[src/rtl/phase_sweep_ctrl.sv]
// Frequency-sweep sequencer for the phase accumulator: steps the increment word
// from f_start to f_stop, holding each value for a programmable dwell.
module phase_sweep_ctrl #(
    parameter int WIDTH   = 14,
    parameter int DWELL_W = 16
) (
    input  logic                    clk_i,
    input  logic                    rst_i,
    input  logic                    start_i,
    input  logic                    abort_i,
    input  logic                    repeat_i,
    input  logic signed [WIDTH-1:0] f_start_i,
    input  logic signed [WIDTH-1:0] f_stop_i,
    input  logic        [WIDTH-2:0] f_step_i,
    input  logic      [DWELL_W-1:0] dwell_i,
    output logic signed [WIDTH-1:0] freq_o,
    output logic                    acc_clr_o,
    output logic                    busy_o,
    output logic                    done_o
);

    typedef enum logic [1:0] {
        S_IDLE  = 2'd0,
        S_CLEAR = 2'd1,
        S_DWELL = 2'd2
    } state_t;

    state_t state_q, state_d;

    logic signed [WIDTH-1:0] f_start_q;
    logic signed [WIDTH-1:0] f_stop_q;
    logic        [WIDTH-2:0] f_step_q;
    logic      [DWELL_W-1:0] dwell_q;
    logic                    repeat_q;
    logic                    up_q;
    logic      [DWELL_W-1:0] cnt_q, cnt_d;

    logic signed [WIDTH-1:0] freq_d;
    logic                    clr_d;
    logic                    busy_d;
    logic                    done_d;

    logic accept;
    logic dwell_end;
    logic at_stop;

    // A dwell of zero would never expire; it is held as one cycle instead.
    function automatic logic [DWELL_W-1:0] dwell_len(input logic [DWELL_W-1:0] d);
        return (d == '0) ? DWELL_W'(1) : d;
    endfunction

    // Step one increment toward stop in WIDTH+1 bits and saturate at stop, so the
    // word can never wrap. A zero step counts as overshoot and lands on stop.
    function automatic logic signed [WIDTH-1:0] next_freq(
        input logic signed [WIDTH-1:0] cur,
        input logic signed [WIDTH-1:0] stop,
        input logic        [WIDTH-2:0] step,
        input logic                    up
    );
        logic signed [WIDTH:0] cur_x;
        logic signed [WIDTH:0] stop_x;
        logic signed [WIDTH:0] step_x;
        logic signed [WIDTH:0] sum_x;
        cur_x  = $signed({cur[WIDTH-1], cur});
        stop_x = $signed({stop[WIDTH-1], stop});
        step_x = $signed({2'b00, step});
        sum_x  = up ? (cur_x + step_x) : (cur_x - step_x);
        if (step == '0)
            return stop;
        if (up ? (sum_x > stop_x) : (sum_x < stop_x))
            return stop;
        return $signed(sum_x[WIDTH-1:0]);
    endfunction

    assign accept    = (state_q == S_IDLE) && start_i && !abort_i;
    assign dwell_end = (cnt_q == dwell_q);
    assign at_stop   = (freq_o == f_stop_q);

    always_ff @(posedge clk_i or posedge rst_i) begin
        if (rst_i)
            state_q <= S_IDLE;
        else
            state_q <= state_d;
    end

    always_comb begin
        state_d = state_q;
        case (state_q)
            S_IDLE: begin
                if (accept)
                    state_d = S_CLEAR;
            end
            S_CLEAR, S_DWELL: begin
                if (abort_i)
                    state_d = S_IDLE;
                else if (dwell_end && at_stop)
                    state_d = repeat_q ? S_CLEAR : S_IDLE;
                else
                    state_d = S_DWELL;
            end
            default: state_d = S_IDLE;
        endcase
    end

    // Next values of the registered outputs and dwell counter.
    always_comb begin
        freq_d = freq_o;
        clr_d  = 1'b0;
        busy_d = 1'b0;
        done_d = 1'b0;
        cnt_d  = cnt_q;
        case (state_q)
            S_IDLE: begin
                if (accept) begin
                    freq_d = f_start_i;
                    clr_d  = 1'b1;
                    busy_d = 1'b1;
                    cnt_d  = DWELL_W'(1);
                end
            end
            S_CLEAR, S_DWELL: begin
                if (abort_i) begin
                    freq_d = '0;
                    cnt_d  = '0;
                end else if (!dwell_end) begin
                    busy_d = 1'b1;
                    cnt_d  = cnt_q + DWELL_W'(1);
                end else if (!at_stop) begin
                    busy_d = 1'b1;
                    freq_d = next_freq(freq_o, f_stop_q, f_step_q, up_q);
                    cnt_d  = DWELL_W'(1);
                end else if (repeat_q) begin
                    busy_d = 1'b1;
                    clr_d  = 1'b1;
                    freq_d = f_start_q;
                    cnt_d  = DWELL_W'(1);
                end else begin
                    done_d = 1'b1;
                    cnt_d  = '0;
                end
            end
            default: begin
                freq_d = '0;
                cnt_d  = '0;
            end
        endcase
    end

    always_ff @(posedge clk_i or posedge rst_i) begin
        if (rst_i) begin
            freq_o    <= '0;
            acc_clr_o <= 1'b0;
            busy_o    <= 1'b0;
            done_o    <= 1'b0;
            cnt_q     <= '0;
        end else begin
            freq_o    <= freq_d;
            acc_clr_o <= clr_d;
            busy_o    <= busy_d;
            done_o    <= done_d;
            cnt_q     <= cnt_d;
        end
    end

    // Configuration is frozen on the accepting edge; later input changes are ignored.
    always_ff @(posedge clk_i or posedge rst_i) begin
        if (rst_i) begin
            f_start_q <= '0;
            f_stop_q  <= '0;
            f_step_q  <= '0;
            dwell_q   <= DWELL_W'(1);
            repeat_q  <= 1'b0;
            up_q      <= 1'b1;
        end else if (accept) begin
            f_start_q <= f_start_i;
            f_stop_q  <= f_stop_i;
            f_step_q  <= f_step_i;
            dwell_q   <= dwell_len(dwell_i);
            repeat_q  <= repeat_i;
            up_q      <= (f_stop_i >= f_start_i);
        end
    end

endmodule

[config.mk]
export PLATFORM = sky130hd
export DESIGN_NAME = phase_sweep_ctrl
export DESIGN_NICKNAME = d
export VERILOG_FILES = /design/src/rtl/phase_sweep_ctrl.sv
export SDC_FILE = /design/constraint.sdc
export NUM_CORES = 1
export LEC_CHECK = 0
export ABC_AREA = 1
export ABC_CLOCK_PERIOD_IN_PS = 9600
export CORE_AREA = 2 2 159 161
export CTS_BUF_LIST = sky130_fd_sc_hd__clkbuf_2 sky130_fd_sc_hd__clkbuf_4 sky130_fd_sc_hd__clkbuf_8
export DETAILED_ROUTE_END_ITERATION = 10
export DIE_AREA = 0 0 161 163
export SETUP_SLACK_MARGIN = 0.05
export SLEW_MARGIN = 10
export SYNTH_ARGS = -nofsm -noshare
export SYNTH_HDL_FRONTEND = slang
export SYNTH_SLANG_ARGS = --single-unit
[constraint.sdc]
create_clock -name clk_i -period 9.6 [get_ports clk_i]
set_clock_uncertainty 0.05 [all_clocks]
set_input_delay 1.92 -clock clk_i [delete_from_list [all_inputs] [get_ports clk_i]]
set_output_delay 1.92 -clock clk_i [all_outputs]
set_load 0.005 [all_outputs]
==> reports/results.ini, run 1 <==
[status]
status = completed

[min_path]
hold_start = f_start_q[0]$_DFFE_PP0P_
hold_end = f_start_q[0]$_DFFE_PP0P_
hold_class = flop to flop
hold_depth = 2

[yosys]
async_flop_share_pct = 100
synth-seq-cells = 94
synth_cell_types = 57
synth_top_flop_cell = dfrtp_1
yosysWarnings = 0
seq_area_frac_synth_pct = 34.6
synth_edf_count = 0
synth_fp_nets = 1022
syn_inst = 910
syn_avg_cell_area_um2 = 7.48
syn_area_um2 = 6810

[sta]
setup_viol_count_final = 0
fmax_mhz = 204
worstMarginPinSlew_ns = 1.06
relSlewSlack_pct = 29.5
timing.final.crit_share_pct = 51.2
rsz0062_at_grt = no
tns_ns = 0
min_period_ns = 4.91
finalHoldViolCount = 0
final-max-slew-violation-count = 0

[cts]
cts_hold_buf = 0
clkTransAtPathRegs_ns = 0.10
cts_resized = 0
clockBufferDepth = 2
ctsHtreeMaxLevel = 3
tritoncts = built
cts_made_buffers = 9
post_cts_buffers = 0
clock_tree.root_cell = clkbuf_8
clock-sinks = 94
clock_latency_ns = 0.40

[cells_and_area]
nFillCells = 2648
final_cell_mix = nand2_1, inv_1, dfrtp_1
layout_commonest_cell = nand2_1
drive_gt1_share_pct = 8.68
syn2layout_area_growth_pct = 17.6
antenna_cells = 0
fin_nets = 1086

[die]
rows = 58
die-area_um2 = 26200
core_um2 = 24700
dieHeight_um = 163
die_w_um = 161
start_util_pct = 27.6
io_pins = 79

[route]
drt_iter0_markers = 328
finalWirelength_um = 18600
ant_nets = 0
wire_per_inst_um = 14.2
viasPerCell = 4.56
drc = 0
detail_route.first_pass.iterations = 5
via_count = 5966

[critical_path]
required_ns = 9.84
rr_startpoint = f_step_q[0]$_DFFE_PP0P_
setup.worst_path.class = flop to flop
ff2ff_path_depth = 26
cp-end-kind = flop
r2r_slack_ns = 4.69
start_kind = flop
crit_arrival_ns = 5.15
cp_max_fo = 14
worstReg2RegEnd = freq_o[11]$_DFFE_PP0P_

[place]
dp_hpwl_um = 14300
port_buffers = 78
place_congestion = 0.853

[global_route]
grt_pass1_wl_um = 30500
grt_pass1_vias = 5863
grt_max_degree = 81
grt_overflow = 0
antenna_found_initial = 0
grtUsageTotal_pct = 14.7

[run]
max_cap_violations = 0

-- synthesized netlist by cell type, types with 2 or more instances --
| library cell | count | area share [%] |
|---|---|---|
| nor2_4 | 4 | 0.66 |
| or2_1 | 2 | 0.18 |
| nand2_1 | 288 | 16 |
| o21ai_0 | 62 | 4.6 |
| a31oi_1 | 4 | 0.37 |
| buf_12 | 2 | 0.59 |
| nor2_1 | 50 | 2.8 |
| o211ai_1 | 2 | 0.22 |
| nor2_2 | 4 | 0.37 |
| buf_2 | 2 | 0.15 |
| nand3_1 | 46 | 3.4 |
| clkbuf_1 | 12 | 0.66 |
| a21oi_1 | 25 | 1.8 |
| inv_1 | 100 | 5.5 |
| nor3b_1 | 2 | 0.22 |
| o22ai_1 | 2 | 0.18 |
| nand3_2 | 17 | 2.5 |
| o21ai_1 | 9 | 0.66 |
| buf_6 | 5 | 0.83 |
| nand2_2 | 10 | 0.92 |
| a32o_1 | 2 | 0.29 |
| dfstp_2 | 2 | 0.77 |
| dfrtp_1 | 92 | 34 |
| nand3_4 | 2 | 0.51 |
| xnor2_1 | 21 | 2.7 |
| nand4_1 | 10 | 0.92 |
| or2_2 | 2 | 0.18 |
| nor4_1 | 6 | 0.55 |
| nor3_1 | 7 | 0.51 |
| inv_2 | 16 | 0.88 |
| buf_1 | 2 | 0.11 |
| xor2_1 | 27 | 3.5 |
| ha_1 | 49 | 9.0 |
-- metrics by stage --
step	setup WS, ns	cells	hold WS (ns)	utilization (%)	cell area [µm²]
6_report	4.69	1309	0.445	32.4	8000
5_1_grt	4.10	1309	0.477	32.4	8000
4_1_cts	4.71	1309	0.445	32.4	8000
3_5_place_dp	4.67	1293	0.421	31.7	7810
3_3_place_gp	4.71	1293	0.412	31.7	7810
2_1_floorplan	5.18	910	0.398	-	6810
-- final cells by class --
class                           count  area [µm²]  area share, %
Clock buffer                       11         151           1.89
Clock inverter                      5        38.8          0.485
Inverter                          118         448           5.60
Multi-Input combinational cell    672        3810           47.6
Sequential cell                    94        2350           29.4
Tap cell                          330         413           5.16
Timing Repair Buffer               79         788           9.85
-- sequential cells by signal, indices dropped and copies added (netlist names) --
signal and count:
f_stop_q 14, dwell_q 16, busy_o 1, acc_clr_o 1
up_q 1, freq_o 14, f_step_q 13, repeat_q 1
cnt_q 16, done_o 1, state_q 2, f_start_q 14
-- how the worst max path moves through the flow --
stage / from / endpoint / slack (ns)
2_1_floorplan: rst_i / acc_clr_o$_DFF_PP0_ / 5.18
3_3_place_gp: start_i / cnt_q[11]$_DFFE_PP0P_ / 4.71
3_5_place_dp: start_i / cnt_q[11]$_DFFE_PP0P_ / 4.67
4_1_cts: f_step_q[0]$_DFFE_PP0P_ / freq_o[12]$_DFFE_PP0P_ / 4.71
5_1_grt: f_step_q[0]$_DFFE_PP0P_ / freq_o[9]$_DFFE_PP0P_ / 4.10
6_report: f_step_q[0]$_DFFE_PP0P_ / freq_o[11]$_DFFE_PP0P_ / 4.69
-- cells by family (layout without fill, tap and decap cells) --
logic type | Yosys count | after routing | share of synthesized area, %
XOR/XNOR | 48 | 48 | 6.18
adder cells (fa/ha/maj) | 50 | 50 | 9.30
AO/OA/AOI/OAI | 116 | 116 | 9.43
flip-flops | 94 | 94 | 34.6
buffers and inverters | 144 | 213 | 9.45
AND/OR/NAND/NOR | 458 | 458 | 31.0
-- metal layers --
layer / share of wire (%) / vias up / GRT usage [%]
li1: - / 3031 / -
met1: 45 / 2795 / 18.7
met2: 49 / 124 / 25.7
met3: 4.1 / 16 / 2.83
met4: 1.2 / 0 / 3.65
met5: 0 / - / 0
-- critical path, stage by stage (launching register included) --
cell and delay, ns:
dfrtp_1 0.42, nor3_1 0.26, inv_1 0.09, nor3_1 0.40
a31oi_1 0.17, xor2_1 0.26, ha_1 0.31, a21o_1 0.22
a31oi_1 0.19, nand3_1 0.14, a21oi_1 0.17, nor2_1 0.06
nor2_1 0.11, xnor2_1 0.13, ha_1 0.33, a21oi_1 0.20
nand2_1 0.09, a21oi_2 0.20, nand3_1 0.16, nand3b_2 0.14
nand3_4 0.23, nand2_2 0.13, nand3_2 0.06, nand2_1 0.09
nand2_1 0.08, nand2_1 0.07, nand2_1 0.05
Power of run 1 is not shown: default switching activity piles up to over one toggle a cycle in this logic, so the estimate is an artifact.
==> run 2: changes to the inputs <==
--- a/config.mk
+++ b/config.mk
@@ -6,7 +6,7 @@
 export NUM_CORES = 1
 export LEC_CHECK = 0
 export ABC_AREA = 1
-export ABC_CLOCK_PERIOD_IN_PS = 9600
+export ABC_CLOCK_PERIOD_IN_PS = 4300
 export CORE_AREA = 2 2 159 161
 export CTS_BUF_LIST = sky130_fd_sc_hd__clkbuf_2 sky130_fd_sc_hd__clkbuf_4 sky130_fd_sc_hd__clkbuf_8
 export DETAILED_ROUTE_END_ITERATION = 10
==> constraint.sdc (replaced) <==
create_clock -name clk_i -period 4.3 [get_ports clk_i]
set_clock_uncertainty 0.05 [all_clocks]
set_input_delay 0.86 -clock clk_i [delete_from_list [all_inputs] [get_ports clk_i]]
set_output_delay 0.86 -clock clk_i [all_outputs]
set_load 0.005 [all_outputs]
==> run 2 against run 1 <==
Against the previous run: the flow now finishes with violations (negative setup slack); critical endpoint is now freq_o[5]$_DFFE_PP0P_; first-iteration DRC count shrank 22%; critical path type unchanged; global-route usage grew 0.40 points; sequential share of layout area shrank 2.2 points; highest routed layer is now met5; non-clock buffer count grew 42; register-to-register slack lost 4.8 ns; critical path depth grew 6; die area is the same; setup slack lost 4.8 ns; fmax grew 11%.
==> reports/results.ini, run 2 (synthesis gave the netlist of run 1 again) <==
[place]
dp_hpwl_um = 14300  ; about the same
place_congestion = 0.850  ; -0.33%
port_buffers = 78  ; unchanged

[die]
dieHeight_um = 163  ; unchanged
die-area_um2 = 26200  ; unchanged
core_um2 = 24700  ; unchanged
die_w_um = 161  ; unchanged
io_pins = 79  ; unchanged
rows = 58  ; unchanged
start_util_pct = 27.6  ; unchanged

[route]
viasPerCell = 4.56  ; about the same
wire_per_inst_um = 14.3  ; +0.32%
drc = 0  ; unchanged
via_count = 6168  ; +3.4%
detail_route.first_pass.iterations = 5  ; unchanged
ant_nets = 0  ; unchanged
finalWirelength_um = 19300  ; +3.7%
drt_iter0_markers = 256  ; -22%

[critical_path]
critical_path.max_stage_delay_ns = 0.42  ; about the same
start_kind = flop
required_ns = 4.53  ; -5.31 ns
crit_arrival_ns = 4.64  ; -0.51 ns
setup.worst_path.class = flop to flop
cp_max_fo = 7  ; -7
cp-end-kind = flop
cp_slowest_cell = dfrtp_1

[cts]
cts_hold_buf = 0  ; unchanged
cts_made_buffers = 9  ; unchanged
clock_tree.root_cell = clkbuf_8
clockBufferDepth = 2  ; unchanged
tritoncts = built
ctsHtreeMaxLevel = 3  ; unchanged
clock_latency_ns = 0.38  ; -0.02 ns
clock-sinks = 94  ; unchanged
clkTransAtPathRegs_ns = 0.11  ; about the same

[sta]
timing.final.crit_share_pct = 103  ; +51 points
finalHoldViolCount = 0  ; unchanged
min_period_ns = 4.41  ; -0.500 ns
fin_ws_ns = -0.111  ; -4.80 ns
final-max-slew-violation-count = 0  ; unchanged
worstMarginPinSlew_ns = 0.895  ; -0.161 ns
rsz0062_at_grt = yes
timing.hold.ws_ns = 0.442  ; -0.00281 ns
fmax_mhz = 227  ; +11%
setup_viol_count_final = 14  ; +14
relSlewSlack_pct = 40.3  ; +11 points

[cells_and_area]
antenna_cells = 0  ; unchanged
syn2layout_area_growth_pct = 26.9
nFillCells = 2630  ; -0.68%
fin_nets = 1130  ; +4.1%
layout_commonest_cell = nand2_1
final_cell_mix = nand2_1, inv_1, dfrtp_1
reg_top3 = cnt_q: 16 flops, dwell_q: 16 flops
drive_gt1_share_pct = 16.3  ; +7.6 points

[global_route]
grt_pass1_vias = 6102  ; +4.1%
grtUsageTotal_pct = 15.1  ; +0.40 points
grt_pass1_wl_um = 31300  ; +2.7%
antenna_found_initial = 1  ; +1
grt_max_degree = 73  ; -9.9%
grt_overflow = 0  ; unchanged

[min_path]
hold_class = flop to flop

[run]
max_cap_violations = 0  ; unchanged

[status]
violations = negative setup slack
status = finished, violations left

==> run 2: cell types whose count changed in the layout (fill, tap and decap cells not counted), sizes merged <==
cell,change
bufinv,+1
nand3,+1
nand2,+1
buf,+42
inv,+1
clkinv,-2
==> run 2: routing by layer <==
layer	wire length, µm	global-route usage [%]	vias to the layer above
li1	-	-	3141
met1	8360	18.9	2885
met2	9560	25.9	108
met3	909	3.21	32
met4	469	5.24	2
met5	8	0	-
==> run 2: cell type report <==
class                   instances  area [µm²]  area share, %
well taps                     330         413           4.78
multi-input cells             674        4110           47.6
inverters                     118         448           5.19
clock inverters                 5        63.8          0.739
flip-flops and latches         94        2350           27.3
repair buffers                121        1100           12.8
clock buffers                  11         145           1.68
==> run 2: worst max-delay path, delay by kind of cell, from the launching register on <==
family / cells / cell delay [ns]
AO/OA/AOI/OAI: 1 / 0.14
XOR/XNOR: 2 / 0.23
adder cells (fa/ha/maj): 3 / 0.75
buffers and inverters: 5 / 0.43
flip-flops: 1 / 0.42
AND/OR/NAND/NOR: 21 / 2.30
==> run 2: final timing paths <==
path / startpoint / end / slack (ns) / depth (start not counted)
max in group asynchronous: rst_i / dwell_q[15]$_DFFE_PP0P_ / 2.48 / 3
worst min-delay path: f_start_q[8]$_DFFE_PP0P_ / f_start_q[8]$_DFFE_PP0P_ / 0.44 / 2
worst max-delay path: f_step_q[1]$_DFFE_PP0P_ / freq_o[5]$_DFFE_PP0P_ / -0.11 / 32
worst max register to register: f_step_q[1]$_DFFE_PP0P_ / freq_o[5]$_DFFE_PP0P_ / -0.11 / 32
worst min register to register: f_start_q[8]$_DFFE_PP0P_ / f_start_q[8]$_DFFE_PP0P_ / 0.44 / 2
min in group asynchronous: rst_i / done_o$_DFF_PP0_ / 0.96 / 2
==> run 2: metrics by stage <==
step           setup WS (ns)  setup TNS (ns)  instances  instance area (µm²)  utilization [%]
3_5_place_dp          -0.100           -1.10       1324                 8050             32.6
3_3_place_gp         -0.0110         -0.0112       1324                 8050             32.6
6_report              -0.111           -1.04       1353                 8630             35.0
4_1_cts               0.0539               0       1346                 8400             34.0
5_1_grt               -0.462           -5.69       1353                 8630             35.0
2_1_floorplan          0.303               0        910                 6810                -
==> run 2: timing repair <==
item                                    CTS  global route
gates resized for setup                  18            41
cloned                                    2             0
pin swaps                                10            46
buffers inserted                          4             7
endpoints found under the setup margin   14            14
Power of run 2 is left out for the same reason.
==> run 3: changes to the inputs <==
--- a/config.mk
+++ b/config.mk
@@ -6,11 +6,11 @@
 export NUM_CORES = 1
 export LEC_CHECK = 0
 export ABC_AREA = 1
-export ABC_CLOCK_PERIOD_IN_PS = 4300
-export CORE_AREA = 2 2 159 161
+export ABC_CLOCK_PERIOD_IN_PS = 4400
+export CORE_AREA = 2 2 131 196
 export CTS_BUF_LIST = sky130_fd_sc_hd__clkbuf_2 sky130_fd_sc_hd__clkbuf_4 sky130_fd_sc_hd__clkbuf_8
 export DETAILED_ROUTE_END_ITERATION = 10
-export DIE_AREA = 0 0 161 163
+export DIE_AREA = 0 0 133 198
 export SETUP_SLACK_MARGIN = 0.05
 export SLEW_MARGIN = 10
 export SYNTH_ARGS = -nofsm -noshare
==> constraint.sdc (replaced) <==
create_clock -name clk_i -period 4.4 [get_ports clk_i]
set_clock_uncertainty 0.05 [all_clocks]
set_input_delay 0.88 -clock clk_i [delete_from_list [all_inputs] [get_ports clk_i]]
set_output_delay 0.88 -clock clk_i [all_outputs]
set_load 0.005 [all_outputs]
==> run 3 against run 2 <==
Against the previous run: the run now ends clean; worst hold slack worse by 0.0039 ns; routed wire length up 8.9%; non-clock buffer count is 18 lower; cell count decreased by 1.4%; register-to-register slack improved by 0.11 ns; via count grew 0.39%; core utilization is 0.93 points lower; first-iteration DRC count up 31%.
==> reports/results.ini, run 3 (synthesis gave the netlist of run 1 again) <==
[global_route]
grt_pass1_vias = 6200  ; +1.6%
grt_pass1_wl_um = 32300  ; +3.2%
grtUsageTotal_pct = 16.0  ; +0.88 points
grt_max_degree = 73  ; unchanged
grt_overflow = 0  ; unchanged
antenna_found_initial = 1  ; unchanged

[route]
drc = 0  ; unchanged
via_count = 6192  ; +0.39%
ant_nets = 0  ; unchanged
drt_iter0_markers = 335  ; +31%
viasPerCell = 4.64  ; +1.8%
detail_route.first_pass.iterations = 4  ; -1
finalWirelength_um = 21000  ; +8.9%
wire_per_inst_um = 15.8  ; +10%

[sta]
relSlewSlack_pct = 40.3  ; about the same
setup_viol_count_final = 0  ; -14
timing.final.crit_share_pct = 99.9  ; -2.7 points
fin_ws_ns = 0.00408  ; +0.115 ns
min_period_ns = 4.40  ; -0.0147 ns
timing.hold.ws_ns = 0.438  ; -0.00390 ns
fmax_mhz = 227  ; +0.33%
tns_ns = 0  ; +1.04 ns
finalHoldViolCount = 0  ; unchanged
rsz0062_at_grt = yes
final-max-slew-violation-count = 0  ; unchanged
worstMarginPinSlew_ns = 0.890  ; -0.00567 ns

[critical_path]
cp_slowest_cell = dfrtp_1
required_ns = 4.63  ; +0.10 ns
setup.worst_path.class = flop to flop
crit_arrival_ns = 4.63  ; about the same
critical_path.max_stage_delay_ns = 0.41  ; about the same
path_common_cell = nand2_1
cp_max_fo = 7  ; unchanged
start_kind = flop
cp-end-kind = flop

[cells_and_area]
drive_gt1_share_pct = 14.3  ; -2.0 points
final_cell_mix = nand2_1, inv_1, dfrtp_1
reg_top3 = cnt_q: 16 flops, dwell_q: 16 flops
multi_input_area_um2 = 4080  ; -0.61%
syn2layout_area_growth_pct = 24.0
fin_util_pct = 34.1  ; -0.93 points
fin_nets = 1112  ; -1.6%
ff_latch_area_um2 = 2350  ; unchanged
layout_commonest_cell = nand2_1
nFillCells = 2608  ; -0.84%

[die]
io_pins = 79  ; unchanged
die-area_um2 = 26300  ; +0.35%
start_util_pct = 27.5  ; -0.12 points
dieHeight_um = 198  ; +21%
core_um2 = 24800  ; +0.45%
rows = 71  ; +22%
die_w_um = 133  ; -17%

[place]
place_congestion = 0.861  ; +1.3%
port_buffers = 78  ; unchanged
dp_hpwl_um = 15800  ; +11%
place_ws_ns = -0.0363  ; +0.0642 ns

[run]
max_cap_violations = 0  ; unchanged

[status]
status = completed

[cts]
cts_made_buffers = 9  ; unchanged
clockBufferDepth = 2  ; unchanged
clkTransAtPathRegs_ns = 0.10  ; about the same
tritoncts = built
clock_latency_ns = 0.39  ; about the same
clock-sinks = 94  ; unchanged
ctsHtreeMaxLevel = 3  ; unchanged
clock_tree.root_cell = clkbuf_8
cts_hold_buf = 0  ; unchanged

[min_path]
hold_class = flop to flop

[run 3: worst paths after layout]
path	cells past startpoint	slack [ns]	endpoint	start
setup / recovery	29	0.004	freq_o[2]$_DFFE_PP0P_	f_step_q[2]$_DFFE_PP0P_
hold / removal	2	0.44	f_start_q[5]$_DFFE_PP0P_	f_start_q[5]$_DFFE_PP0P_
setup reg to reg	29	0.004	freq_o[2]$_DFFE_PP0P_	f_step_q[2]$_DFFE_PP0P_
hold reg to reg	2	0.44	f_start_q[5]$_DFFE_PP0P_	f_start_q[5]$_DFFE_PP0P_
max in group asynchronous	3	2.66	f_stop_q[9]$_DFFE_PP0P_	rst_i
min in group asynchronous	2	0.79	f_stop_q[1]$_DFFE_PP0P_	rst_i
[run 3: timing repair]
action | CTS | global route
pin swaps | 1 | 26
setup buffers | 0 | 6
hold endpoints to repair | 0 | 0
endpoints found under the setup margin | 14 | 14
gates resized for setup | 3 | 53
cloned | 1 | 1
[run 3: critical path: cells and delay by family (launching register included)]
family | cells | cell delay [ns]
AO/OA/AOI/OAI | 5 | 0.82
XOR/XNOR | 2 | 0.33
adder cells (fa/ha/maj) | 2 | 0.62
buffers and inverters | 3 | 0.29
flip-flops | 1 | 0.41
AND/OR/NAND/NOR | 17 | 1.76
[run 3: layer usage]
layer,vias to the layer above,global-route usage (%),wire length [µm]
met1,2914,16.3,7610
met5,-,0,0
met3,56,2.64,732
met2,113,29.7,11300
li1,3109,-,-
met4,0,10.9,1370
[run 3: final cells by class]
cell class / count / area share (%)
clock inverter: 7 / 0.593
tap: 328 / 4.86
clock buffer: 9 / 1.47
antenna: 1 / 0.0296
inverter: 118 / 5.29
sequential: 94 / 27.9
timing repair buffer: 103 / 11.5
multi-input combinational: 674 / 48.3
[run 3: through the flow]
stage / instance area (µm²) / cells
floorplan: 6810 / 910
global placement: 7940 / 1309
detailed placement: 7940 / 1309
CTS: 8150 / 1326
global route: 8440 / 1334
finish: 8440 / 1334
Power of run 3 is left out for the same reason.
